[config.mk]
export PLATFORM = sky130hd
export DESIGN_NAME = mod_csr_access_unit
export DESIGN_NICKNAME = d
export VERILOG_FILES = /design/src/rtl/mod_csr_access_unit.sv
export SDC_FILE = /design/constraint.sdc
export NUM_CORES = 1
export LEC_CHECK = 0
export BUFFER_PORTS_ARGS = -buffer_cell sky130_fd_sc_hd__buf_4
export CAP_MARGIN = 25
export CORE_MARGIN = 10
export CORE_UTILIZATION = 25
export DETAILED_ROUTE_END_ITERATION = 7
export HOLD_SLACK_MARGIN = 0.1
export PLACE_DENSITY = 0.57
export SYNTH_ARGS = -nofsm -noshare
export SYNTH_HDL_FRONTEND = slang
export SYNTH_SLANG_ARGS = --single-unit
[constraint.sdc]
create_clock -name clk_i -period 2.4 [get_ports clk_i]
set_input_delay 0.12 -clock clk_i [delete_from_list [all_inputs] [get_ports clk_i]]
set_output_delay 0.12 -clock clk_i [all_outputs]
set_load 0.02 [all_outputs]
[src/rtl/mod_csr_access_unit.sv]
// mod_csr_access_unit
// Initiator side of the CSR register-file port. Runs one Zicsr instruction
// (CSRRW/CSRRS/CSRRC and the immediate forms) per request as a
// read-modify-write sequence. Applies the rd=x0 / rs1=x0 access-suppression
// rules and folds the register file's error signals into one illegal flag.
//
// Ports
//   clk_i, rst_ni              clock, asynchronous active-low reset
//   req_*                      request from execute (valid/ready) and fields
//   resp_*                     response to execute (valid/ready), rd data,
//                              rd write enable, illegal-instruction flag
//   csr_read_* / csr_write_*   address, enable and data to the CSR file
//   csr_*_nonexist_i,
//   csr_wr_readonly_i          access errors reported by the CSR file
//
// State | meaning
// IDLE  | ready for a request; CSR address outputs held at 0
// READ  | read enable high, old value latched
// WRITE | single-cycle write enable with the modified value
// RESP  | response presented, held until resp_ready_i

module mod_csr_access_unit #(
  parameter int XLEN       = 32,
  parameter int CSR_ADDR_W = 12
) (
  input  logic                  clk_i,
  input  logic                  rst_ni,
  input  logic                  req_valid_i,
  output logic                  req_ready_o,
  input  logic [2:0]            req_funct3_i,
  input  logic [CSR_ADDR_W-1:0] req_csr_addr_i,
  input  logic [XLEN-1:0]       req_rs1_val_i,
  input  logic [4:0]            req_uimm_i,
  input  logic                  req_rd_nz_i,
  input  logic                  req_rs1_nz_i,
  output logic                  resp_valid_o,
  input  logic                  resp_ready_i,
  output logic [XLEN-1:0]       resp_rd_val_o,
  output logic                  resp_rd_we_o,
  output logic                  resp_illegal_o,
  output logic [CSR_ADDR_W-1:0] csr_read_addr_o,
  output logic                  csr_read_enable_o,
  input  logic [XLEN-1:0]       csr_read_val_i,
  output logic [CSR_ADDR_W-1:0] csr_write_addr_o,
  output logic [XLEN-1:0]       csr_write_val_o,
  output logic                  csr_write_enable_o,
  input  logic                  csr_rd_nonexist_i,
  input  logic                  csr_wr_nonexist_i,
  input  logic                  csr_wr_readonly_i
);

  typedef enum logic [1:0] {
    ST_IDLE  = 2'd0,
    ST_READ  = 2'd1,
    ST_WRITE = 2'd2,
    ST_RESP  = 2'd3
  } state_t;

  state_t r_state;
  state_t w_state_nxt;

  // funct3[1:0]: 01 write, 10 set, 11 clear, 00 illegal. funct3[2] selects
  // the immediate form, which only affects the source operand, so it is
  // folded into r_src at capture and not kept.
  logic [1:0]            r_op;
  logic [CSR_ADDR_W-1:0] r_addr;
  logic [XLEN-1:0]       r_src;
  logic                  r_rd_nz;
  logic                  r_rs1_nz;
  logic [XLEN-1:0]       r_old;
  logic                  r_illegal;
  logic                  r_did_read;

  logic                  w_req_hs;
  logic                  w_req_f3_illegal;
  logic                  w_req_do_read;
  logic [XLEN-1:0]       w_req_src;
  logic                  w_do_write;
  logic [XLEN-1:0]       w_wr_val;

  assign w_req_hs         = req_valid_i && (r_state == ST_IDLE);
  assign w_req_f3_illegal = (req_funct3_i[1:0] == 2'b00);
  // A plain write with rd=x0 must not read the CSR (no read side effects).
  assign w_req_do_read    = !((req_funct3_i[1:0] == 2'b01) && !req_rd_nz_i);
  assign w_req_src        = req_funct3_i[2] ? {{(XLEN-5){1'b0}}, req_uimm_i}
                                            : req_rs1_val_i;
  // Set/clear with rs1=x0 (or zimm=0) must not write the CSR.
  assign w_do_write       = (r_op == 2'b01) || r_rs1_nz;

  always_comb begin
    w_wr_val = r_src;
    case (r_op)
      2'b10:   w_wr_val = r_old | r_src;
      2'b11:   w_wr_val = r_old & ~r_src;
      default: w_wr_val = r_src;
    endcase
  end

  always_ff @(posedge clk_i or negedge rst_ni) begin
    if (!rst_ni) begin
      r_state <= ST_IDLE;
    end else begin
      r_state <= w_state_nxt;
    end
  end

  always_comb begin
    w_state_nxt        = r_state;
    req_ready_o        = 1'b0;
    resp_valid_o       = 1'b0;
    resp_rd_val_o      = '0;
    resp_rd_we_o       = 1'b0;
    resp_illegal_o     = 1'b0;
    csr_read_addr_o    = '0;
    csr_read_enable_o  = 1'b0;
    csr_write_addr_o   = '0;
    csr_write_val_o    = '0;
    csr_write_enable_o = 1'b0;
    case (r_state)
      ST_IDLE: begin
        req_ready_o = 1'b1;
        if (req_valid_i) begin
          if (w_req_f3_illegal) begin
            w_state_nxt = ST_RESP;
          end else if (w_req_do_read) begin
            w_state_nxt = ST_READ;
          end else begin
            w_state_nxt = ST_WRITE;
          end
        end
      end
      ST_READ: begin
        csr_read_addr_o   = r_addr;
        csr_write_addr_o  = r_addr;
        csr_read_enable_o = 1'b1;
        if (csr_rd_nonexist_i || !w_do_write) begin
          w_state_nxt = ST_RESP;
        end else begin
          w_state_nxt = ST_WRITE;
        end
      end
      ST_WRITE: begin
        csr_read_addr_o    = r_addr;
        csr_write_addr_o   = r_addr;
        csr_write_val_o    = w_wr_val;
        csr_write_enable_o = 1'b1;
        w_state_nxt        = ST_RESP;
      end
      ST_RESP: begin
        csr_read_addr_o  = r_addr;
        csr_write_addr_o = r_addr;
        resp_valid_o     = 1'b1;
        resp_rd_val_o    = (r_did_read && !r_illegal) ? r_old : '0;
        resp_rd_we_o     = r_rd_nz && !r_illegal;
        resp_illegal_o   = r_illegal;
        if (resp_ready_i) begin
          w_state_nxt = ST_IDLE;
        end
      end
      default: w_state_nxt = ST_IDLE;
    endcase
  end

  always_ff @(posedge clk_i or negedge rst_ni) begin
    if (!rst_ni) begin
      r_op       <= '0;
      r_addr     <= '0;
      r_src      <= '0;
      r_rd_nz    <= 1'b0;
      r_rs1_nz   <= 1'b0;
      r_old      <= '0;
      r_illegal  <= 1'b0;
      r_did_read <= 1'b0;
    end else begin
      case (r_state)
        ST_IDLE: begin
          if (w_req_hs) begin
            r_op       <= req_funct3_i[1:0];
            r_addr     <= req_csr_addr_i;
            r_src      <= w_req_src;
            r_rd_nz    <= req_rd_nz_i;
            r_rs1_nz   <= req_rs1_nz_i;
            r_old      <= '0;
            r_illegal  <= w_req_f3_illegal;
            r_did_read <= 1'b0;
          end
        end
        ST_READ: begin
          r_old <= csr_read_val_i;
          if (csr_rd_nonexist_i) begin
            r_illegal <= 1'b1;
          end else begin
            r_did_read <= 1'b1;
          end
        end
        ST_WRITE: begin
          if (csr_wr_nonexist_i || csr_wr_readonly_i) begin
            r_illegal <= 1'b1;
          end
        end
        default: ;
      endcase
    end
  end

endmodule

* Word level (Yosys, flattened, before mapping)
Index checks and enable logic that the tools add are counted.
** Storage, ports and cells
- Bits in writable memories :: 0
- Bits in registers :: 84
- Output and inout bits :: 94
- Bits in read-only memories :: 0
- Bits in latches :: 0
- Logic and storage cells :: 72
- Memories kept :: 0
- Input port bits :: 93
** Cells by class
- Bitwise logic cells :: 3
- Eq/ne operators :: 13
- Reductions and logical operators :: 20
- Mux-type cells :: 27
- Shift-type cells :: 0
- Magnitude comparators :: 0
- Divide/modulo/power cells :: 0
- Add/sub/neg operators :: 0
- Multipliers :: 0
** Operators by type and width (count)
- 2-to-1 mux 32 bit :: 5
- one-hot mux 32 bit (2 select lines) :: 2
- bitwise AND 32 bit :: 1
- NOT 32 bit :: 1
- OR 32 bit :: 1
- 2-to-1 mux 1 bit :: 12
- 2-to-1 mux 12 bit :: 1
- inequality test 2 bit, second input constant :: 6
- equality test 2 bit, second input constant :: 4
- 2-to-1 mux 2 bit :: 4
- one-hot mux 2 bit (4 select lines) :: 1
- equality test 2 x 1 -> 1 bit, second input constant :: 3
- AND reduction 2 bit :: 3
- logical AND 1 bit :: 4
- zero test 2 bit :: 2
- AND reduction 4 bit :: 1
- zero test 1 bit :: 3
- logical OR 1 bit :: 3
- one-hot mux 1 bit (3 select lines) :: 1
- AND reduction 3 bit :: 1
- nonzero test 3 bit :: 1
- OR reduction 3 bit :: 1
- one-hot mux 1 bit (2 select lines) :: 1
- nonzero test 2 bit :: 1

* Logic depth before layout (Yosys ltp)
Gate-level depths: netlist (run 1).
- Depth in word-level cells :: 6
- Depth in mapped cells :: 8
- Mapped depth without buffers :: 5

* Least setup slack after synthesis (run 1)
Ideal clock, no wire load.
- Path type :: register -> output
- From :: reg r_state[0]
- To :: out csr_write_addr_o[10]
- Cell stages (with the launch flop) :: 7
- Path buffers :: 3
- Required time :: 2.280 ns
- Setup slack :: 0.620 ns
- Arrival :: 1.660 ns
- Cell sequence :: dfrtp_1 -> inv_1 -> ha_1 -> buf_6 -> clkbuf_1 -> nor2b_1 -> buf_4
** On the way
- Longest elaborated chain between the ends :: 3
- Elaborated cells between the ends (all ways) :: 5
- Those cells by class :: eq/ne: 3; mux: 1; reduce/logical: 1
** Ends and longest elaborated chain
- from (decl) :: line 59 : state_t r_state;
- from (signal assigned) :: line 103 : r_state <= w_state_nxt;
- equality test 2 bit / equality test 2 x 1 -> 1 bit (equally long branches)
- OR reduction 3 bit (no line) (*)
- 2-to-1 mux 12 bit (*)
- to (decl) :: line 44 : output logic [CSR_ADDR_W-1:0] csr_write_addr_o,
Mark *: on every way between the ends. The rest lies on a longest branch, timed or not.

* Final worst setup path (run 1)
- From :: reg r_state[0]
- To :: out resp_rd_val_o[1]
** On the way
- Longest elaborated chain between the ends :: 2
** Ends and longest elaborated chain
- equality test 2 bit :: line 119 : case (r_state)
- 2-to-1 mux 32 bit :: line 119
- to (decl) :: line 38 : output logic [XLEN-1:0] resp_rd_val_o,
Every way passes these cells.

==> results of run 1 <==
==> per-stage QoR <==
stage / hold WS, ns / std cells / worst slack (ns)
floorplan: -0.176 / 448 / 0.620
global placement: 0.163 / 825 / 0.418
detailed placement: 0.160 / 825 / 0.264
CTS: 0.162 / 928 / 0.295
global route: 0.195 / 928 / 0.216
finish: 0.184 / 928 / 0.351
==> cell type report <==
| class | count | share of cell area [%] |
|---|---|---|
| Inverter | 3 | 0.157 |
| Sequential cell | 84 | 29.3 |
| Multi-Input combinational cell | 316 | 29.5 |
| Clock buffer | 11 | 3.52 |
| Timing Repair Buffer | 284 | 33.1 |
| Tap cell | 225 | 3.92 |
| Clock inverter | 5 | 0.506 |
==> flip-flops by register name, indices dropped and copies added, names as in the netlist <==
register	count
r_old	32
r_state	2
r_rs1_nz	1
r_did_read	1
r_illegal	1
r_op	2
r_addr	12
r_src	32
r_rd_nz	1
==> layer usage <==
metal / GRT usage (%) / vias up
li1: - / 2027
met1: 15.0 / 2001
met2: 21.2 / 138
met3: 4.71 / 16
met4: 3.64 / 0
met5: 0 / -
==> power by group through the flow <==
stage / sequential, mW / clock (mW) / combinational (mW)
floorplan: 2.39 / 0 / 2.83
global placement: 2.53 / 0 / 3.98
detailed placement: 2.55 / 0 / 4.04
CTS: 2.53 / 1.39 / 4.17
global route: 2.63 / 1.46 / 4.46
finish: 2.53 / 1.34 / 4.08
==> worst paths after layout <==
kind / start / end / slack, ns / cells past startpoint
worst max register to register: r_state[0]$_DFFE_PN0P_ / r_old[5]$_DFFE_PN0P_ / 0.38 / 5
worst min register to register: r_addr[1]$_DFFE_PN0P_ / r_addr[1]$_DFFE_PN0P_ / 0.48 / 1
worst min-delay path: resp_ready_i / r_state[1]$_DFFE_PN0P_ / 0.18 / 3
worst max-delay path: r_state[0]$_DFFE_PN0P_ / resp_rd_val_o[1] / 0.35 / 4
max in group asynchronous: rst_ni / r_src[27]$_DFFE_PN0P_ / 1.42 / 3
min in group asynchronous: rst_ni / r_old[27]$_DFFE_PN0P_ / 0.33 / 2
==> cells by family after synthesis <==
kind of cell / after synthesis / synth area share (%)
flip-flops: 84 / 46.9
buffers and inverters: 48 / 6.23
adder cells (fa/ha/maj): 4 / 1.12
AO/OA/AOI/OAI: 106 / 16.7
AND/OR/NAND/NOR: 182 / 23.2
multiplexers: 24 / 5.84
==> worst register-to-register path, stage by stage, from the launching register on <==
cell	delay, ns
dfrtp_1	0.39
inv_1	0.08
ha_1	0.31
nor2b_4	0.21
nor2b_4	0.72
a22o_1	0.25
==> cell usage after synthesis (all sizes together) <==
cell type	n	area, µm²
a21boi	32	240
a22o	32	280
a31oi	1	6.26
mux2	17	191
dfrtp	84	2100
inv	3	11.3
nand2	66	250
nand2b	28	175
a211o	1	8.76
nor2	1	3.75
nor4	1	12.5
o21ba	1	10.0
a21oi	2	10.0
ha	4	50.1
nor4bb	1	10.0
mux2i	7	70.1
o21bai	1	7.51
buf	31	215
nand3b	32	240
o41ai	1	8.76
nor3b	1	7.51
o31ai	1	7.51
clkbuf	14	52.6
and2	33	206
nor2b	16	110
o21ai	34	170
and3b	2	17.5
nor3	1	5.00
==> what timing repair did <==
item | 4_1_cts | 5_1_grt
setup endpoints to repair | 32 | 0
hold buffers | 87 | 0
resized for setup | 1 | 0
endpoints found under the hold margin | 123 | 0
==> results_dict.tcl, run 1 <==
set metrics [dict create \
    status "finished, final reports clean" \
    clkPwrFrac_pct 16.8 \
    crit_buf_inv 1 \
    intPower_mw 4.70 \
    grt_overflow_total 0 \
    grt_max_degree 45 \
    syn_nets 545 \
    crit_path_end_kind "primary output" \
    syn-mean-instance-area_um2 10.0 \
    final.min_clock_period_ns 2.05 \
    tightest_slew_ns 0.921 \
    portBuffers 186 \
    setup_violations 0 \
    drt_first_pass_iters 4 \
    dr.max_layer_used "met4" \
    routed_wl_mm 15.2 \
    crit_type "reg -> out" \
    die-height_um 154 \
    critPathMaxFanout 32 \
    leakage_nw 3.35 \
    ios 187 \
    viasPerCell 4.51 \
    layout_common_cells "buf_4 (195), dlygate4sd3_1 (87), dfrtp_1 (84)" \
    powerDensity_mw_per_mm2 1110 \
    yosysWarnings 0 \
    start_util_pct 25.7 \
    grt_pass1_vias 4603 \
    max_freq_mhz 488 \
    drtIter0Drc 111 \
    synth_cells 448 \
    clock_sinks 84 \
    max_cap_violations 0 \
    irDropWorstVdd_mv 0.771 \
    required_ns 2.28 \
    post_cts_buffers 0 \
    final_common_cell "buf_4" \
    slew_headroom_pct 38.4 \
    grtUsageTotal_pct 12.7 \
    place_area_mm2 0.00602 \
    path_clk_slew_ns 0.06 \
    register_area_mm2 0.00210 \
    cts_tree "yes" \
    worstPathArrival_ns 1.93 \
    gp_congestion 0.783 \
    cp_cell_sequence "ha_1 > and3b_2 > and2_1 > buf_4" \
    nNetsFinal 795 \
    wl_per_cell_um 16.4 \
    hold_viol_final 0 \
    vias 4182 \
    ant_nets 0 \
    htree_levels 3 \
    nFillCells 1695 \
    drive_above_1_share_pct 31.2 \
    start_kind "flop" \
    dpl.hpwl_mm 11.0 \
    diodes 0 \
    drt_drc_violations_left 0 \
    switching_share_pct 40.9 \
    multi_input_area_mm2 0.00212 \
    core_mm2 0.0174 \
    fin_skew_ns 0.00420 \
    critPathTopFamily "simple AND/OR/NAND/NOR gates" \
    post-route-period-util_pct 85.4 \
    combPwrFrac_pct 51.3 \
    fin_util_pct 41.2 \
    design_area_mm2 0.00718 \
    wl_met2_mm 7.15 \
    switchingPower_mw 3.25 \
    die_x_um 154 \
    fin_setup_tns_ns 0 \
    clockRootBuffer "clkbuf_16" \
    cts_buffer_depth 2 \
    synth_seq_cells 84 \
    grt_pass1_wl_mm 24.7 \
    synthToLayoutAreaGrowth_pct 60.2 \
    cts_buffers 9 \
    power_mw 7.95 \
    synth_area_mm2 0.00448 \
    wirelength_met1_mm 6.76 \
    cp_slowest_cell "and3b_2" \
    slew_viol_final 0 \
    insertion_delay_ns 0.34 \
    rsz0062_at_grt "no" \
    holdCritPathClass "in -> reg" \
    dr_wl_met3_mm 1.10 \
    seqPwrFrac_pct 31.8 \
    die-area_mm2 0.0237 \
    antenna_found_initial 0 \
    synth.distinct_cells 36 \
    yosysSeqAreaShare_pct 46.9 \
    cp_slowest_stage_delay_ns 0.57 \
    rows 48 \
]
No activity file was read; power rests on OpenSTA's default activity.
==> run 2: changes to the inputs <==
--- a/config.mk
+++ b/config.mk
@@ -5,6 +5,7 @@
 export SDC_FILE = /design/constraint.sdc
 export NUM_CORES = 1
 export LEC_CHECK = 0
+export ABC_AREA = 1
 export BUFFER_PORTS_ARGS = -buffer_cell sky130_fd_sc_hd__buf_4
 export CAP_MARGIN = 25
 export CORE_MARGIN = 10
==> run 2 against run 1 <==
Against the previous run: sequential power down 6%; register-to-register slack worse by 0.09 ns; clock-buffer cell count grew 2; critical path depth is 3 higher; cell count up 13%; final area down 0.16%; worst setup slack got worse by 0.066 ns; maximum frequency is 3.1% lower; synthesized area is 1.8% higher; via count grew 10%.
==> results_dict.tcl, run 2 <==
set metrics [dict create \
    cts_tree "yes" \
    synth_cells 569 \
    powerDensity_mw_per_mm2 1150 \
    die-area_mm2 0.0241 \
    irDropWorstVdd_mv 0.505 \
    layout_common_cells "buf_4 (195), dlygate4sd3_1 (90), inv_1 (88)" \
    grt_pass1_wl_mm 26.7 \
    insertion_delay_ns 0.35 \
    synth_commonest_cells "inv_1 (88), nor2_1 (86), dfrtp_1 (84)" \
    rows 49 \
    rr_endpoint "r_src[2]$_DFFE_PN0P_" \
    combPwrFrac_pct 54.9 \
    cts_buffers 9 \
    syn_nets 666 \
    rsz0062_at_grt "no" \
    wl_per_cell_um 16.3 \
    crit_path_end_kind "flop" \
    multi_input_area_mm2 0.00175 \
    synth-edff-count 0 \
    drive_above_1_share_pct 30.1 \
    synthTopCellsByArea "dfrtp_1 (46%), o21ai_0 (7.8%), inv_1 (7.2%)" \
    seqPwrFrac_pct 29.0 \
    async_reset_ff_share_pct 100 \
    status "finished, final reports clean" \
    largestRegisters "r_old (32), r_src (32), r_addr (12)" \
    hold_viol_final 0 \
    clock_sinks 84 \
    post_cts_buffers 0 \
    synth_seq_cells 84 \
    drt_first_pass_iters 4 \
    r2r_setup_slack_ns 0.29 \
    portBuffers 186 \
    critPathMaxFanout 29 \
    ios 187 \
    syn-mean-instance-area_um2 8.02 \
    nFillCells 1813 \
    synth.most_common_cell "inv_1" \
    start_kind "flop" \
    viasPerCell 4.39 \
    switching_share_pct 45.1 \
    die-height_um 155 \
    post-route-period-util_pct 88.1 \
    nNetsFinal 914 \
    worstPathArrival_ns 2.39 \
    final_common_cell "buf_4" \
    vias 4614 \
    fin_skew_ns 0.00679 \
    synth_ff_type "dfrtp_1" \
    clockRootBuffer "clkbuf_16" \
    reg2reg_depth 7 \
    max_cap_violations 0 \
    slew_headroom_pct 43.1 \
    cts_buffer_depth 2 \
    yosysTopAreaCell "dfrtp_1" \
    diodes 0 \
    die_x_um 155 \
    yosysTopAreaCellShare_pct 46.1 \
    path_clk_slew_ns 0.06 \
    htree_levels 3 \
    yosysSeqAreaShare_pct 46.1 \
    setup_violations 0 \
    r2r-start "r_state[1]$_DFFE_PN0P_" \
    required_ns 2.67 \
    grt_max_degree 63 \
    place_area_mm2 0.00599 \
    clkPwrFrac_pct 16.1 \
    hold_end "r_did_read$_DFFE_PN0P_" \
    leakage_nw 3.44 \
    holdCritPathClass "in -> reg" \
    drt_drc_violations_left 0 \
    grtUsageTotal_pct 14.0 \
    switchingPower_mw 3.70 \
    tightest_slew_ns 0.854 \
    antenna_found_initial 0 \
    ant_nets 0 \
    grt_pass1_vias 4863 \
    drtIter0Drc 188 \
    whs_path_depth 4 \
    min_from "csr_rd_nonexist_i" \
    fin_setup_tns_ns 0 \
    max_freq_mhz 473 \
    intPower_mw 4.51 \
    synth.distinct_cells 25 \
    crit_type "reg -> reg" \
    synthToLayoutAreaGrowth_pct 57.0 \
    register_area_mm2 0.00210 \
    yosysWarnings 0 \
    dpl.hpwl_mm 11.5 \
    slew_viol_final 0 \
    gp_congestion 0.767 \
    start_util_pct 25.4 \
    core_mm2 0.0180 \
    final.min_clock_period_ns 2.11 \
    grt_overflow_total 0 \
    routed_wl_mm 17.1 \
    design_area_mm2 0.00717 \
    synth_area_mm2 0.00456 \
]
==> run 2: cells by family after synthesis <==
| family | count (synthesis) | share of synthesized area [%] |
|---|---|---|
| AO/OA/AOI/OAI | 160 | 20.4 |
| adder cells (fa/ha/maj) | 4 | 1.10 |
| buffers and inverters | 142 | 15.6 |
| flip-flops | 84 | 46.1 |
| AND/OR/NAND/NOR | 179 | 16.8 |
==> run 2: how the worst max path moves through the flow <==
stage | cells after the start | startpoint | to
finish | 7 | r_state[1]$_DFFE_PN0P_ | r_src[2]$_DFFE_PN0P_
global route | 7 | r_state[1]$_DFFE_PN0P_ | r_src[2]$_DFFE_PN0P_
CTS | 7 | r_state[1]$_DFFE_PN0P_ | r_src[2]$_DFFE_PN0P_
detailed placement | 7 | r_state[1]$_DFFE_PN0P_ | r_src[8]$_DFFE_PN0P_
global placement | 7 | r_state[0]$_DFFE_PN0P_ | r_src[8]$_DFFE_PN0P_
floorplan | 6 | r_state[0]$_DFFE_PN0P_ | csr_write_addr_o[10]
==> run 2: final cells by class <==
cell class                 instances  share of cell area (%)
timing repair buffer             287                    33.6
sequential                        84                    29.3
multi-input combinational        343                    24.5
inverter                          92                    4.85
tap                              229                    4.00
clock buffer                      13                    3.63
clock inverter                     2                   0.140
==> run 2: metal layers <==
metal / global-route usage (%) / vias to the layer above / part of all wire (%)
met2: 24.3 / 132 / 50
met5: 0 / - / 0
met3: 5.02 / 20 / 6.8
met4: 4.00 / 0 / 1.6
met1: 15.8 / 2147 / 42
li1: - / 2315 / -
==> run 2: critical path: stages, from the launching register on <==
cell,delay (ns)
dfrtp_1,0.39
inv_1,0.11
ha_2,0.38
nand2_4,0.14
inv_4,0.26
o21ai_2,0.09
dlygate4sd3_1,0.58
o22ai_2,0.09
==> run 2: power groups by stage <==
stage          combinational, mW  clock, mW  sequential [mW]
6_report                    4.50       1.32             2.38
5_1_grt                     5.00       1.44             2.46
4_1_cts                     4.58       1.37             2.39
3_5_place_dp                4.43          0             2.41
3_3_place_gp                4.39          0             2.40
2_1_floorplan               3.14          0             2.30
==> run 2: metrics by stage <==
step                      util (%)  cells  setup WS, ns  hold WS, ns  power (mW)
final                         39.9   1050         0.285        0.112        8.21
after floorplan                  -    569         0.625       -0.176        5.44
after global routing          39.9   1050         0.158        0.130        8.90
after global placement        33.4    945         0.411        0.288        6.79
after detailed placement      33.4    945         0.354        0.282        6.84
after CTS                     39.9   1050        0.0948        0.103        8.33
==> run 2: timing repair <==
| action | CTS | global route |
|---|---|---|
| endpoints found under the setup margin | 0 | 2 |
| hold buffers | 90 | 0 |
| endpoints found under the hold margin | 142 | 0 |
| gates resized for setup | 0 | 1 |
